File: src/rtl/sram_port_arbiter.sv
// Two-port valid/ready arbiter and SETUP/STROBE/HOLD sequencer for a 2k x 8 asynchronous SRAM.
// Define SRAM_ARB_RR_EN for round-robin arbitration; otherwise port 0 has fixed priority.
module sram_port_arbiter #(
  parameter int STROBE_CYCLES = 2,
  parameter int ADDR_W        = 11,
  parameter int DATA_W        = 8
) (
  input  logic              clk,
  input  logic              reset,
  input  logic              req0_valid,
  input  logic              req1_valid,
  input  logic              req0_write,
  input  logic              req1_write,
  input  logic [ADDR_W-1:0] req0_addr,
  input  logic [ADDR_W-1:0] req1_addr,
  input  logic [DATA_W-1:0] req0_wdata,
  input  logic [DATA_W-1:0] req1_wdata,
  output logic              req0_ready,
  output logic              req1_ready,
  output logic              rsp0_valid,
  output logic              rsp1_valid,
  output logic [DATA_W-1:0] rsp0_rdata,
  output logic [DATA_W-1:0] rsp1_rdata,
  output logic [ADDR_W-1:0] sram_addr,
  output logic [DATA_W-1:0] sram_din,
  input  logic [DATA_W-1:0] sram_dout,
  output logic              sram_ce_n,
  output logic              sram_we_n,
  output logic              sram_oe_n
);

  typedef enum logic [1:0] {IDLE, SETUP, STROBE, HOLD} state_t;

  localparam logic [3:0] CNT_LOAD = 4'(STROBE_CYCLES - 1);

  state_t      state_reg, state_next;
  logic [3:0]  cnt_reg, cnt_next;
  logic        wr_reg;
  logic        port_reg;
  logic        sel1;
  logic        grant_ok;
  logic        xfer;
  logic        capture;
  logic [1:0]  rsp_valid;
  logic [DATA_W-1:0] rdata_reg [2];

`ifdef SRAM_ARB_RR_EN
  // last_reg = 1 means port 1 was granted last, so port 0 wins a tie.
  logic last_reg;

  always_ff @(posedge clk) begin
    if (reset) begin
      last_reg <= 1'b1;
    end else if (xfer) begin
      last_reg <= sel1;
    end
  end

  assign sel1 = req1_valid && (!req0_valid || !last_reg);
`else
  assign sel1 = req1_valid && !req0_valid;
`endif

  // Ready is masked during reset so reset always wins over a transfer.
  assign grant_ok   = (state_reg == IDLE) && !reset;
  assign req0_ready = grant_ok && req0_valid && !sel1;
  assign req1_ready = grant_ok && sel1;
  assign xfer       = req0_ready || req1_ready;

  assign capture = (state_reg == STROBE) && (cnt_reg == 4'd0) && !wr_reg;

  always_comb begin
    state_next = state_reg;
    cnt_next   = cnt_reg;
    case (state_reg)
      IDLE:   if (xfer) state_next = SETUP;
      SETUP: begin
        state_next = STROBE;
        cnt_next   = CNT_LOAD;
      end
      STROBE: begin
        if (cnt_reg == 4'd0) state_next = HOLD;
        else                 cnt_next   = cnt_reg - 4'd1;
      end
      HOLD:    state_next = IDLE;
      default: state_next = IDLE;
    endcase
  end

  // Enables are registered from the next state so the pins change only at clock edges.
  always_ff @(posedge clk) begin
    if (reset) begin
      state_reg <= IDLE;
      cnt_reg   <= 4'd0;
      wr_reg    <= 1'b0;
      port_reg  <= 1'b0;
      sram_addr <= '0;
      sram_din  <= '0;
      sram_ce_n <= 1'b1;
      sram_we_n <= 1'b1;
      sram_oe_n <= 1'b1;
    end else begin
      state_reg <= state_next;
      cnt_reg   <= cnt_next;
      sram_ce_n <= (state_next == IDLE);
      sram_we_n <= !((state_next == STROBE) && wr_reg);
      sram_oe_n <= !((state_next == STROBE) && !wr_reg);
      if (xfer) begin
        wr_reg    <= sel1 ? req1_write : req0_write;
        port_reg  <= sel1;
        sram_addr <= sel1 ? req1_addr  : req0_addr;
        sram_din  <= sel1 ? req1_wdata : req0_wdata;
      end
    end
  end

  for (genvar gi = 0; gi < 2; gi++) begin : g_port
    always_ff @(posedge clk) begin
      if (reset) begin
        rdata_reg[gi] <= '0;
      end else if (capture && (port_reg == 1'(gi))) begin
        rdata_reg[gi] <= sram_dout;
      end
    end
    assign rsp_valid[gi] = (state_reg == HOLD) && (port_reg == 1'(gi));
  end

  assign rsp0_valid = rsp_valid[0];
  assign rsp1_valid = rsp_valid[1];
  assign rsp0_rdata = rdata_reg[0];
  assign rsp1_rdata = rdata_reg[1];

endmodule
File: config.mk
export PLATFORM = sky130hd
export DESIGN_NAME = sram_port_arbiter
export DESIGN_NICKNAME = d
export VERILOG_FILES = /design/src/rtl/sram_port_arbiter.sv
export SDC_FILE = /design/constraint.sdc
export NUM_CORES = 1
export LEC_CHECK = 0
export ABC_AREA = 1
export CORE_MARGIN = 3
export CORE_UTILIZATION = 38
export DETAILED_ROUTE_END_ITERATION = 10
export PLACE_DENSITY = 0.81
export SYNTH_ARGS = -nofsm -noshare
export SYNTH_HDL_FRONTEND = slang
export SYNTH_SLANG_ARGS = --single-unit
File: constraint.sdc
create_clock -name clk -period 2 [get_ports clk]
set_clock_uncertainty 0.05 [all_clocks]
set_input_delay 0.4 -clock clk [delete_from_list [all_inputs] [get_ports clk]]
set_output_delay 0.4 -clock clk [all_outputs]
set_load 0.01 [all_outputs]
==> results.toml <==
[yosys]
synthesis.nets = 341
synth_top_family_by_area = "simple AND/OR/NAND/NOR gates"
synth_area_per_cell_um2 = 7.79
synth_seq_cells = 46
ys.flop_type = "dfxtp_1"
synth.distinct_cells = 22
syn_inst = 282
ys_top_cells_by_area = "dfxtp_1, edfxtp_1, nand2_1, a21oi_1, nand3_1"
seq_area_frac_synth_pct = 49.2
synth.area.mux_share_pct = 0
yosysTopAreaCellShare_pct = 27.3
yosysMostFrequentCell = "nand2_1"
synth_fa_ha_area_share_pct = 3.99
syn-cell-area_um2 = 2200
synth_edf_count = 16
async_reset_ff_share_pct = 0
synth-compound-area-share_pct = 7.74
synth_simple_gate_area_share_pct = 30.6
synth_xor_area_share_pct = 0
yosys-top-cells-count = "nand2_1, dfxtp_1, nor2_1, a21oi_1, inv_1"
synth_area_leader_cell = "dfxtp_1"
yosys_warnings = 0

[global_route]
antenna_found_initial = 0
grt_pass1_vias = 1999
grt.overflow.total = 0
grt_max_degree = 28
track_usage_pct = 16.4
grt_pass1_wl_mm = 8.58

[critical_path]
r2r_cells = 7
cpPeakStageDelay_ps = 360
crit_end = "req1_ready"
cp-end-kind = "output pin"
required_ps = 1550
path_class = "reg2out"
path_cells = "inv_1 > ha_4 > nand2_4 > nor2_1 > dlygate4sd2_1"
slowest_stage = "dfxtp_4"
crit_arrival_ps = 1450
start_kind = "register"
crit_fanout = 4
worstSetupStartpoint = "state_reg[0]"
r2r-end = "rdata_reg[0][5]"
r2r_start = "state_reg[0]"
r2r_slack_ps = 290

[floorplan]
die_w_um = 82.0
fp.dieH_um = 82.0
std_cell_rows = 27
coreArea_um2 = 5540
die_area_um2 = 6730
start_util_pct = 39.7
io_pins = 94

[power]
power.leakage_nw = 1.48
irDropWorstVdd_v = 0.000567
power.density_nw_per_um2 = 996

[place]
dp_cells = 448
gp_congestion = 0.853
io_buffer_count = 93
placed_area_um2 = 3250
dp_hpwl_mm = 4.26

[finish]
fin_cells = 456
num_antenna_cells = 0
finalNetCount = 442
largest_register_ff_count = 16
syn2layout_area_growth_pct = 54.2
layout-drive-gt1-share_pct = 9.90
nFillCells = 510
fin_area_um2 = 3390

[timing]
rsz0062_at_grt = "no"
fin_crit_ps = 1900
finalHoldViolCount = 0
tightestPinTransition_ps = 280
period_share_pct = 94.9
relSlewSlack_pct = 81.3
fmax_ghz = 0.527
final_max_slew_viol_count = 0
finalSetupViolCount = 0

[clocking]
clk_path_buf_depth = 2
cts-htree-levels = 2
cts_buffers = 5
path_clk_slew_ps = 100
clock_latency_ps = 300
root_buffer = "clkbuf_8"
cts_tree = "built"
cts_sinks = 46
hold_buffers = 0

[routing]
ant_nets = 0
drc = 0
dr.pass1.iters = 4
drtIter0Drc = 83
dr_total_vias = 2078
wl_per_cell_um = 11.8
viasPerCell = 4.56
wl_mm = 5.39

[worst_hold_path]
holdCritStartpoint = "sram_addr[8]"
hold_class = "reg2reg"

[run]
drv_cap = 0

[status]
outcome = "complete, no violations"
through the flow:
step | utilization, % | hold slack (ps) | worst slack [ps] | setup TNS, ps | total power [W]
6_report | 61.2 | 415 | 101 | 0 | 0.00337
5_1_grt | 61.2 | 442 | 21.7 | 0 | 0.00363
4_1_cts | 60.9 | 416 | 17.1 | 0 | 0.00337
3_5_place_dp | 58.7 | 403 | -208 | -338 | 0.00266
3_3_place_gp | 58.7 | 399 | -156 | -270 | 0.00263
2_1_floorplan | - | 389 | -33.9 | -543 | 0.00207
worst max-delay path, delay by kind of cell (launching register included):
| family | cells | cell delay (ps) |
|---|---|---|
| buffers and inverters | 2 | 420 |
| adder cells (fa/ha/maj) | 1 | 180 |
| AND/OR/NAND/NOR | 2 | 180 |
| flip-flops | 1 | 360 |
layout make-up:
| cell class | instances | area [um2] | share of cell area (%) |
|---|---|---|---|
| inverters | 27 | 104 | 3.07 |
| clock inverters | 3 | 48.8 | 1.44 |
| clock buffers | 5 | 68.8 | 2.03 |
| repair buffers | 107 | 1050 | 30.9 |
| well taps | 72 | 90.1 | 2.66 |
| flip-flops and latches | 46 | 1090 | 32.1 |
| multi-input cells | 196 | 943 | 27.8 |
cells by family (layout without fill, tap and decap cells):
logic type      after synthesis  in the layout
fa+ha+maj                     7              7
compound gates               31             31
buf+inv                      40            142
flops                        46             46
simple gates                158            158
power breakdown:
part,switching (W),internal [W],leakage [nW],total [W]
Combinational,0.000734,0.000678,1.01,0.00141
Clock,0.000327,0.000381,0.0563,0.000708
Sequential,0.0000908,0.00116,0.412,0.00125
Total,0.00115,0.00222,1.48,0.00337
worst min-delay path by stage:
| stage | end | slack [ps] | cells after the start |
|---|---|---|---|
| after floorplan | sram_we_n | 390 | 1 |
| after global placement | sram_addr[10] | 400 | 2 |
| after detailed placement | sram_addr[8] | 400 | 2 |
| after CTS | sram_addr[8] | 420 | 2 |
| after global routing | sram_din[7] | 440 | 2 |
| final | sram_addr[8] | 410 | 2 |
repair_timing:
item	in CTS	in global routing
pin swaps	0	0
setup endpoints to repair	3	3
gates resized for setup	4	7
buffers inserted	0	0
per-layer routing:
layer | routed length (um) | GRT usage (%) | part of all wire (%) | vias up
met5 | 0 | 0 | 0 | -
met2 | 2600 | 29.4 | 48 | 84
met3 | 548 | 6.91 | 10 | 5
li1 | - | - | - | 1094
met1 | 2200 | 18.0 | 41 | 895
met4 | 44 | 3.82 | 0.82 | 0
layout by cell type, fill, tap and decap left out, drive strengths merged, types with 4 or more instances in the layout:
master,Yosys,final
dfxtp,30,30
a21oi,26,26
inv,27,28
buf,11,14
edfxtp,16,16
o21ai,5,5
clkdlybuf4s50,0,89
clkbuf,2,6
nand4,4,4
nand3,26,26
ha,7,7
nand2,95,95
nor2,31,31
Power figures use the tool's default switching activity.
